File: src/rtl/decode_pkg.sv
// rtl/decode_pkg.sv - shared opcodes, field positions and ID/EX record for the decode stage
package decode_pkg;

   localparam int REG_COUNT  = 16;
   localparam int DATA_WIDTH = 32;

   localparam int OPCODE_MSB = 31;
   localparam int OPCODE_LSB = 28;
   localparam int REGA_MSB   = 27;
   localparam int REGA_LSB   = 24;
   localparam int REGB_MSB   = 23;
   localparam int REGB_LSB   = 20;
   localparam int REGC_MSB   = 19;
   localparam int REGC_LSB   = 16;
   localparam int IMM_MSB    = 19;
   localparam int IMM_LSB    = 0;

   typedef enum logic [3:0] {
      OP_NOP   = 4'd0,
      OP_ALU   = 4'd1,
      OP_ADDI  = 4'd2,
      OP_LOAD  = 4'd3,
      OP_BEQ   = 4'd4,
      OP_JMP   = 4'd5,
      OP_STORE = 4'd6
   } opcode_e;

   typedef struct packed {
      logic [3:0]            opcode;
      logic [3:0]            destReg;
      logic [DATA_WIDTH-1:0] operandA;
      logic [DATA_WIDTH-1:0] operandB;
      logic [DATA_WIDTH-1:0] immediate;
      logic                  regWrite;
      logic                  memRead;
      logic                  memWrite;
   } idex_t;

   localparam idex_t BUBBLE = '0;

   function automatic logic [DATA_WIDTH-1:0] signExtendImm(input logic [19:0] imm);
      return {{12{imm[19]}}, imm};
   endfunction

endpackage

File: src/rtl/register_file.sv
// rtl/register_file.sv - 16x32 register file, three read ports, one write port, write-through
module register_file
   import decode_pkg::*;
(
   input  logic                  ClockInput,
   input  logic                  ResetN,
   input  logic [3:0]            ReadAddrB,
   input  logic [3:0]            ReadAddrC,
   input  logic [3:0]            ReadAddrA,
   output logic [DATA_WIDTH-1:0] ReadDataB,
   output logic [DATA_WIDTH-1:0] ReadDataC,
   output logic [DATA_WIDTH-1:0] ReadDataA,
   input  logic                  WriteEnable,
   input  logic [3:0]            WriteAddr,
   input  logic [DATA_WIDTH-1:0] WriteData
);

   logic [DATA_WIDTH-1:0] regs [REG_COUNT];

   always_ff @(posedge ClockInput or negedge ResetN) begin
      if (!ResetN) begin
         for (int i = 0; i < REG_COUNT; i++) begin
            regs[i] <= '0;
         end
      end else if (WriteEnable && (WriteAddr != 4'd0)) begin
         regs[WriteAddr] <= WriteData;
      end
   end

   // R0 is hardwired to zero; a same-cycle write bypasses the array so decode sees it now.
   function automatic logic [DATA_WIDTH-1:0] readPort(input logic [3:0] addr);
      if (addr == 4'd0) begin
         return '0;
      end else if (WriteEnable && (WriteAddr == addr)) begin
         return WriteData;
      end else begin
         return regs[addr];
      end
   endfunction

   always_comb begin
      ReadDataB = readPort(ReadAddrB);
      ReadDataC = readPort(ReadAddrC);
      ReadDataA = readPort(ReadAddrA);
   end

endmodule

File: src/rtl/instruction_decode_stage.sv
// rtl/instruction_decode_stage.sv - decode, register read, branch resolve, hazard detect, ID/EX register
module instruction_decode_stage
   import decode_pkg::*;
(
   input  logic        ClockInput,
   input  logic        ResetN,
   input  logic [31:0] InstructionFetched,
   input  logic [31:0] ProgramCounter,
   input  logic        WB_WriteEnable,
   input  logic [3:0]  WB_WriteReg,
   input  logic [31:0] WB_WriteData,
   input  logic        EX_RegWrite,
   input  logic        EX_MemRead,
   input  logic [3:0]  EX_DestReg,
   input  logic        MEM_RegWrite,
   input  logic [3:0]  MEM_DestReg,
   output logic        BranchSelection,
   output logic [31:0] BranchAddress,
   output logic        IF_StallReq,
   output logic [3:0]  ID_Opcode,
   output logic [3:0]  ID_DestReg,
   output logic [31:0] ID_OperandA,
   output logic [31:0] ID_OperandB,
   output logic [31:0] ID_Immediate,
   output logic        ID_RegWrite,
   output logic        ID_MemRead,
   output logic        ID_MemWrite
);

   logic [3:0]  opcode;
   logic [3:0]  regA;
   logic [3:0]  regB;
   logic [3:0]  regC;
   logic [31:0] immediate;
   logic [31:0] dataA;
   logic [31:0] dataB;
   logic [31:0] dataC;
   logic        useA;
   logic        useB;
   logic        useC;
   logic        loadUseStall;
   logic        branchStall;
   logic        stall;
   logic        branchTaken;
   idex_t       nextIdex;
   idex_t       idexQ;

   assign opcode    = InstructionFetched[OPCODE_MSB:OPCODE_LSB];
   assign regA      = InstructionFetched[REGA_MSB:REGA_LSB];
   assign regB      = InstructionFetched[REGB_MSB:REGB_LSB];
   assign regC      = InstructionFetched[REGC_MSB:REGC_LSB];
   assign immediate = signExtendImm(InstructionFetched[IMM_MSB:IMM_LSB]);

   register_file u_register_file (
      .ClockInput  (ClockInput),
      .ResetN      (ResetN),
      .ReadAddrB   (regB),
      .ReadAddrC   (regC),
      .ReadAddrA   (regA),
      .ReadDataB   (dataB),
      .ReadDataC   (dataC),
      .ReadDataA   (dataA),
      .WriteEnable (WB_WriteEnable),
      .WriteAddr   (WB_WriteReg),
      .WriteData   (WB_WriteData)
   );

   always_comb begin
      useA = (opcode == OP_STORE) || (opcode == OP_BEQ);
      useB = (opcode == OP_ALU) || (opcode == OP_ADDI) || (opcode == OP_LOAD) ||
             (opcode == OP_STORE) || (opcode == OP_BEQ);
      useC = (opcode == OP_ALU);
   end

   always_comb begin
      loadUseStall = EX_MemRead && (EX_DestReg != 4'd0) &&
                     ((useA && (regA == EX_DestReg)) ||
                      (useB && (regB == EX_DestReg)) ||
                      (useC && (regC == EX_DestReg)));
      // BEQ compares in decode, so it must wait for any in-flight producer of its sources.
      branchStall = (opcode == OP_BEQ) &&
                    (((regA != 4'd0) && ((EX_RegWrite && (regA == EX_DestReg)) ||
                                         (MEM_RegWrite && (regA == MEM_DestReg)))) ||
                     ((regB != 4'd0) && ((EX_RegWrite && (regB == EX_DestReg)) ||
                                         (MEM_RegWrite && (regB == MEM_DestReg)))));
      stall = loadUseStall || branchStall;
   end

   assign branchTaken     = (opcode == OP_JMP) || ((opcode == OP_BEQ) && (dataA == dataB));
   assign IF_StallReq     = ResetN && stall;
   assign BranchSelection = ResetN && !stall && branchTaken;
   assign BranchAddress   = (opcode == OP_JMP) ? {12'b0, InstructionFetched[IMM_MSB:IMM_LSB]}
                                               : ProgramCounter + immediate;

   always_comb begin
      nextIdex = BUBBLE;
      if (!stall) begin
         case (opcode)
            OP_ALU: begin
               nextIdex.opcode    = opcode;
               nextIdex.destReg   = regA;
               nextIdex.operandA  = dataB;
               nextIdex.operandB  = dataC;
               nextIdex.immediate = immediate;
               nextIdex.regWrite  = 1'b1;
            end
            OP_ADDI: begin
               nextIdex.opcode    = opcode;
               nextIdex.destReg   = regA;
               nextIdex.operandA  = dataB;
               nextIdex.immediate = immediate;
               nextIdex.regWrite  = 1'b1;
            end
            OP_LOAD: begin
               nextIdex.opcode    = opcode;
               nextIdex.destReg   = regA;
               nextIdex.operandA  = dataB;
               nextIdex.immediate = immediate;
               nextIdex.regWrite  = 1'b1;
               nextIdex.memRead   = 1'b1;
            end
            OP_STORE: begin
               nextIdex.opcode    = opcode;
               nextIdex.operandA  = dataB;
               nextIdex.operandB  = dataA;
               nextIdex.immediate = immediate;
               nextIdex.memWrite  = 1'b1;
            end
            default: begin
               nextIdex = BUBBLE;
            end
         endcase
      end
   end

   always_ff @(posedge ClockInput or negedge ResetN) begin
      if (!ResetN) begin
         idexQ <= BUBBLE;
      end else begin
         idexQ <= nextIdex;
      end
   end

   assign ID_Opcode    = idexQ.opcode;
   assign ID_DestReg   = idexQ.destReg;
   assign ID_OperandA  = idexQ.operandA;
   assign ID_OperandB  = idexQ.operandB;
   assign ID_Immediate = idexQ.immediate;
   assign ID_RegWrite  = idexQ.regWrite;
   assign ID_MemRead   = idexQ.memRead;
   assign ID_MemWrite  = idexQ.memWrite;

endmodule

File: config.mk
export PLATFORM = sky130hd
export DESIGN_NAME = instruction_decode_stage
export DESIGN_NICKNAME = d
export VERILOG_FILES = /design/src/rtl/decode_pkg.sv /design/src/rtl/register_file.sv /design/src/rtl/instruction_decode_stage.sv
export SDC_FILE = /design/constraint.sdc
export NUM_CORES = 2
export LEC_CHECK = 0
export BUFFER_PORTS_ARGS = -buffer_cell sky130_fd_sc_hd__buf_2
export CELL_PAD_IN_SITES_DETAIL_PLACEMENT = 0
export CELL_PAD_IN_SITES_GLOBAL_PLACEMENT = 2
export CORE_AREA = 10 10 267 397
export CTS_CLUSTER_DIAMETER = 40
export DETAILED_ROUTE_END_ITERATION = 7
export DIE_AREA = 0 0 277 407
export GPL_ROUTABILITY_DRIVEN = 0
export PLACE_DENSITY_LB_ADDON = 0.1
export SYNTH_ARGS = -nofsm -noshare
export SYNTH_HDL_FRONTEND = slang
export SYNTH_HIERARCHICAL = 1
export SYNTH_SLANG_ARGS = --single-unit
File: constraint.sdc
create_clock -name ClockInput -period 3.6 [get_ports ClockInput]
set_input_delay 0.36 -clock ClockInput [delete_from_list [all_inputs] [get_ports ClockInput]]
set_output_delay 0.36 -clock ClockInput [all_outputs]
set_load 0.02 [all_outputs]
=== After elaboration in Yosys (flattened, before gate mapping) ===
Cells that the tools add are included.

* Logic and storage cells: 120
* Register bits: 619
* Bits of input ports: 114
* Output and inout bits: 141

* $lt $le $gt $ge: 5
* Bitwise operators: 4
* Mux-type cells: 28
* Reductions and logical operators: 43
* Add/subtract/negate cells: 1
* Eq/ne operators: 15

{| class="wikitable"
|+ Operators by type and width
! operator !! count
|-
| 512-bit bitwise mux || 1
|-
| 32-bit 2-to-1 mux || 16
|-
| 32-bit binary-select mux with 4-bit select || 3
|-
| 32-bit demux with 4-bit select || 1
|-
| 107-bit 2-to-1 mux || 1
|-
| 32-bit one-hot mux with 2 select lines || 1
|-
| 32-bit adder || 1
|-
| 32-bit equality test || 1
|-
| 4-bit equality test || 8
|-
| 1-bit logical AND || 21
|-
| 5-bit greater-or-equal comparator, second input constant || 4
|-
| 4-bit inverter with 5-bit output || 4
|-
| 4-bit nonzero test || 4
|-
| 4-bit by 3-bit equality test with 1-bit output, second input constant || 3
|-
| 4-bit zero test || 3
|-
| 1-bit logical OR || 12
|-
| 4-bit by 2-bit equality test with 1-bit output, second input constant || 2
|-
| 4-bit 2-to-1 mux || 2
|-
| 5-bit by 1-bit less-than comparator with 1-bit output, second input constant || 1
|-
| 4-bit by 1-bit equality test with 1-bit output, second input constant || 1
|-
| 4-bit OR reduction || 1
|-
| 1-bit 2-to-1 mux || 3
|-
| 3-bit OR reduction || 1
|-
| 1-bit zero test || 1
|}

=== Logic depth before layout (Yosys ltp) ===
* Depth after elaboration: 13
* Mapped depth: 14
* Depth with buffers taken out: 11

=== By module ===
The synthesis kept the hierarchy.

{| class="wikitable"
|+ By module, submodules not included
! module !! cells each !! times used !! seq. area each (µm²) !! area an instance (µm²)
|-
| register_file || 2193 || 1 || 12812.3 || 32122.1
|-
| instruction_decode_stage || 620 || 1 || 2377.3 || 6060.8
|}

=== Worst setup path before layout ===
Ideal clock, no wire load.

* Path kind: input to output
* Start point: input port InstructionFetched[20]
* End point: output port BranchSelection
* Data arrival time: 3.331 ns
* Path buffers: 3
* Setup slack: -0.091 ns
* Data required time: 3.240 ns
* Cell stages on the path: 13
* Cells stage by stage: buf_2 > buf_4 > buf_2 > mux4_2 > mux2i_1 > a21oi_1 > a22o_1 > xor2_1 > nor4_1 > nand4_1 > nor4_1 > a21oi_1 > nor3b_1

* Cells in the longest elaborated chain, start to end: 10
* Elaborated cells on any way between the ends: 29

{| class="wikitable"
|+ RTL lines
! what !! line !! RTL
|-
| start: declaration || instruction_decode_stage.sv:7 || <nowiki>input logic [31:0] InstructionFetched,</nowiki>
|-
| 4-bit inverter with 5-bit output (implied by the code) || register_file.sv:37 || <nowiki>return regs[addr];</nowiki>
|-
| 32-bit binary-select mux with 4-bit select || register_file.sv:37 ||
|-
| 32-bit 2-to-1 mux (implied by the code) (2 in series) || register_file.sv:37 ||
|-
| 32-bit 2-to-1 mux || register_file.sv:34 || <nowiki>end else if (WriteEnable && (WriteAddr == addr)) begin</nowiki>
|-
| 32-bit 2-to-1 mux (*) || register_file.sv:32 || <nowiki>if (addr == 4'd0) begin</nowiki>
|-
| net dataB[20] || instruction_decode_stage.sv:36 || <nowiki>logic [31:0] dataB;</nowiki>
|-
| 32-bit equality test (*) || instruction_decode_stage.sv:89 || <nowiki>assign branchTaken = (opcode == OP_JMP) || ((opcode == OP_BEQ) && (dataA == dataB));</nowiki>
|-
| 1-bit logical AND (*) || instruction_decode_stage.sv:89 ||
|-
| 1-bit logical OR (*) || instruction_decode_stage.sv:89 ||
|-
| 1-bit logical AND (*) || instruction_decode_stage.sv:91 || <nowiki>assign BranchSelection = ResetN && !stall && branchTaken;</nowiki>
|-
| end: declaration || instruction_decode_stage.sv:17 || <nowiki>output logic BranchSelection,</nowiki>
|}

Mark *: on every way through the listed nets, which the timed path passes. The rest lies on a longest branch. The select of a mux whose other input is x is not followed.

=== Final worst setup path ===
* Start point: register u_register_file/regs[386] (netlist bit)
* End point: output port BranchSelection

* Cells in the longest elaborated chain, start to end: 9
* Elaborated cells on any way between the ends: 14

{| class="wikitable"
|+ RTL lines
! what !! line !! RTL
|-
| start: declaration || register_file.sv:18 || <nowiki>logic [DATA_WIDTH-1:0] regs [REG_COUNT];</nowiki>
|-
| start signal: indexed assignment || register_file.sv:26 || <nowiki>regs[WriteAddr] <= WriteData;</nowiki>
|-
| 32-bit binary-select mux with 4-bit select || register_file.sv:37 ||
|-
| 32-bit 2-to-1 mux (implied by the code) (2 in series) || register_file.sv:37 ||
|-
| 32-bit 2-to-1 mux || register_file.sv:34 ||
|-
| 32-bit 2-to-1 mux || register_file.sv:32 ||
|-
| net dataB[2] || instruction_decode_stage.sv:36 ||
|-
| 32-bit equality test || instruction_decode_stage.sv:89 ||
|-
| 1-bit logical AND || instruction_decode_stage.sv:89 ||
|-
| 1-bit logical OR || instruction_decode_stage.sv:89 ||
|-
| 1-bit logical AND || instruction_decode_stage.sv:91 ||
|}

The timed path passes the listed nets, and every way through them passes these cells. The select of a mux whose other input is x is not followed.

==> insert_results.sql <==
INSERT INTO impl_metrics (metric_group, metric, value, unit) VALUES
('timing', 'maxClockFrequency', '227', 'MHz'),
('route', 'antenna_left', '0', ''),
('min_path', 'min_path_type', 'primary input to flip-flop', ''),
('status', 'outcome', 'complete, but fails checks', ''),
('status', 'violated_checks', 'setup timing', ''),
('route', 'drt-met1-wl', '57.9', 'mm'),
('pwr', 'internal_power', '18.0', 'mW'),
('route', 'met3RoutedLength', '8.08', 'mm'),
('timing', 'max_slew_margin', '31.6', '%'),
('cts', 'ctsLongestPathBuffers', '3', ''),
('die', 'floorplan.initialDensity', '38.8', '%'),
('synth', 'number_of_cells_produced_by_synthesis', '2813', ''),
('route', 'post_drt_via_cell_ratio', '6.09', ''),
('synth', 'yosys.area_share.xor_xnor', '1.84', '%'),
('global_route', 'grt_pass1_vias', '30000', ''),
('finish', 'final_cells', '4609', ''),
('synth', 'net_count_after_synthesis', '2959', ''),
('route', 'drt-initial-drc-count', '2097', ''),
('synth', 'leading_register_cell_type_out_of_synthesis', 'sky130_fd_sc_hd__dfrtp_1', ''),
('global_route', 'grt_util_all_layers', '25.0', '%'),
('min_path', 'hold_depth', '3', ''),
('setup_path', 'crit_path_top_delay_cell', 'sky130_fd_sc_hd__mux4_2', ''),
('route', 'detailroute.via_count', '28100', ''),
('synth', 'compound_cell_area_share_of_the_yosys_netlist', '8.47', '%'),
('timing', 'final.setup.tns', '-0.799', 'ns'),
('finish', 'area_delta_synth_final', '22.8', '%'),
('pwr', 'p_switching', '8.15', 'mW'),
('setup_path', 'critPathMaxStageDelay', '0.46', 'ns'),
('synth', 'area_share_of_fa_ha_maj_cells_after_synthesis', '1.07', '%'),
('route', 'length_of_the_first_detailed_routing_pass_in_iterations', '5', ''),
('pwr', 'power_density', '558', 'nW/um^2'),
('synth', 'post_synth_mux_area_share', '39.7', '%'),
('timing', 'post-route-worst-setup-slack', '-0.799', 'ns'),
('timing', 'post-route-min-period', '4.40', 'ns'),
('finish', 'final_core_util', '47.6', '%'),
('synth', 'synth_edf_count', '0', ''),
('timing', 'actual_transition_at_the_worst_max_transition_pin', '1.02', 'ns'),
('pwr', 'p_comb_share', '27.7', '%'),
('job', 'maxCapViolCount', '0', ''),
('cts', 'clkTransAtPathRegs', '0.06', 'ns'),
('timing', 'setup_violations', '1', ''),
('timing', 'timing.final.max_slew_violations', '0', ''),
('pwr', 'swShare', '31.2', '%'),
('synth', 'ys_ff_latch', '607', ''),
('synth', 'synth.distinct_cells', '72', ''),
('synth', 'synth_sequential_area_ratio', '39.8', '%'),
('route', 'drcViolationCount', '0', ''),
('place', 'placedCellCount', '4397', ''),
('route', 'met2_wirelength', '71.7', 'mm'),
('min_path', 'holdPathEnd', 'ID_MemWrite', ''),
('synth', 'yosys_warning_count', '6', ''),
('synth', 'synth_area_leader_cell', 'sky130_fd_sc_hd__dfrtp_1', ''),
('synth', 'synth.top_cell.area_share', '39.8', '%'),
('place', 'dpl.hpwl', '92.4', 'mm'),
('synth', 'synth_top_family_by_area', 'multiplexers', ''),
('setup_path', 'r2r-end', 'ID_OperandB[29]', ''),
('timing', 'finalHoldViolCount', '0', ''),
('die', 'die_h', '407', 'um'),
('pwr', 'vdd_ir_drop_max', '0.375', 'mV'),
('cts', 'cts_sinks', '607', ''),
('cts', 'cts.htree.levels', '3', ''),
('synth', 'synthArstFlopShare', '100', '%'),
('setup_path', 'r2r_setup_slack', '1.22', 'ns'),
('timing', 'timing.hold.ws', '0.0977', 'ns'),
('setup_path', 'data_required_time_of_the_worst_path', '3.24', 'ns'),
('timing', 'rsz0062_at_grt', 'yes', ''),
('timing', 'min_period_over_period', '122', '%'),
('cts', 'cts_tree', 'yes', ''),
('setup_path', 'cp.arrival', '4.04', 'ns'),
('route', 'detail_route.wirelength', '143', 'mm'),
('setup_path', 'cells_traversed_along_the_worst_timing_path', 'mux4_2 > nor2b_1 > a211oi_1 > a21oi_1 > a22o_1 > xor2_1 > nor4_2 > buf_4 > nand4_1 > nor4_2 > buf_4 > a21oi_4 > nor3b_2 > buf_4', '');
-- final cells by class --
class | count | area, um^2
repair buffers | 645 | 4920
fillers | 8799 | 51500
multi-input cells | 1883 | 21800
well taps | 1287 | 1610
clock inverters | 68 | 833
inverters | 11 | 41.3
flip-flops and latches | 607 | 15200
diodes | 2 | 5.00
clock buffers | 106 | 2500
-- metrics by stage --
| step | instance area (um^2) | total power [mW] | setup slack, ns |
|---|---|---|---|
| after global placement | 43000 | 16.3 | -0.890 |
| after global routing | 46900 | 27.3 | -0.864 |
| after detailed placement | 43000 | 16.6 | -0.953 |
| after CTS | 46700 | 26.3 | -0.894 |
| after floorplan | 38200 | 13.8 | 0.0909 |
| final | 46900 | 26.2 | -0.799 |
-- metal layers --
metal | global-route usage [%] | vias to the layer above
li1 | - | 11800
met1 | 31.3 | 15000
met2 | 43.0 | 1036
met3 | 4.00 | 246
met4 | 9.28 | 8
met5 | 0 | -
-- cell families (layout without fill, tap and decap cells) --
group           Yosys count  in the layout
mux                     972            972
simple gates            343            343
fa+ha+maj                32             32
compound gates          455            455
flops                   607            607
buf+inv                 323            830
xor+xnor                 80             80
other cells               1              3
-- how the worst max path moves through the flow --
stage                                   start               to  slack, ns  cells past startpoint
floorplan              InstructionFetched[20]  BranchSelection       0.09                     13
global placement       InstructionFetched[24]  BranchSelection      -0.89                     16
detailed placement     InstructionFetched[24]  BranchSelection      -0.95                     17
CTS                 u_register_file/regs[413]  BranchSelection      -0.89                     14
global route        u_register_file/regs[432]  BranchSelection      -0.86                     14
finish              u_register_file/regs[386]  BranchSelection      -0.80                     14
-- cells in the final DEF (no fill, tap or decap), drive strengths merged, types with 7 or more instances in the layout --
cell	synthesis	routed
ha	31	31
nand3	9	9
o21bai	7	7
o21ai	29	29
dfrtp	607	607
nor3b	8	8
and2	61	61
buf	154	622
clkinv	0	28
mux4	385	385
clkinvlp	0	13
nor2b	99	99
bufinv	0	7
or3	9	9
nor2	48	48
nand4	13	13
a211oi	96	96
xnor2	32	32
dlygate4sd3	0	23
nand2b	7	7
a22o	126	126
inv	11	31
nand2	45	45
nor4	14	14
a21oi	143	143
xor2	48	48
nor3	18	18
a21o	9	9
mux2	481	481
clkbuf	158	106
mux2i	106	106
a31oi	8	8
-- flip-flops by register name, indices dropped and copies added (netlist names) --
signal / cells
u_register_file/regs: 512
ID_OperandA: 32
ID_Opcode: 4
ID_MemWrite: 1
ID_OperandB: 32
ID_Immediate: 20
ID_RegWrite: 1
ID_DestReg: 4
ID_MemRead: 1
-- power groups by stage --
stage | registers (mW) | logic [mW] | clock network [mW]
after floorplan | 9.11 | 4.73 | 0
after global placement | 9.30 | 7.04 | 0
after detailed placement | 9.44 | 7.13 | 0
after CTS | 9.34 | 7.22 | 9.76
after global routing | 9.55 | 7.73 | 10.0
final | 9.37 | 7.25 | 9.53
-- repair_timing --
action,in CTS,in global routing
gates cloned,0,0
setup endpoints to repair,1,7
setup buffers,5,8
pin swaps,12,27
hold buffers,23,0
resized for setup,11,27
hold endpoints to repair,80,0
-- worst max-delay path: cells and delay by family (launching register included) --
kind / cells / cell delay, ns
simple gates: 5 / 1.13
compound gates: 4 / 0.62
buf+inv: 3 / 0.55
mux: 1 / 0.46
flops: 1 / 0.40
xor+xnor: 1 / 0.18
Power figures use the tool's default switching activity.
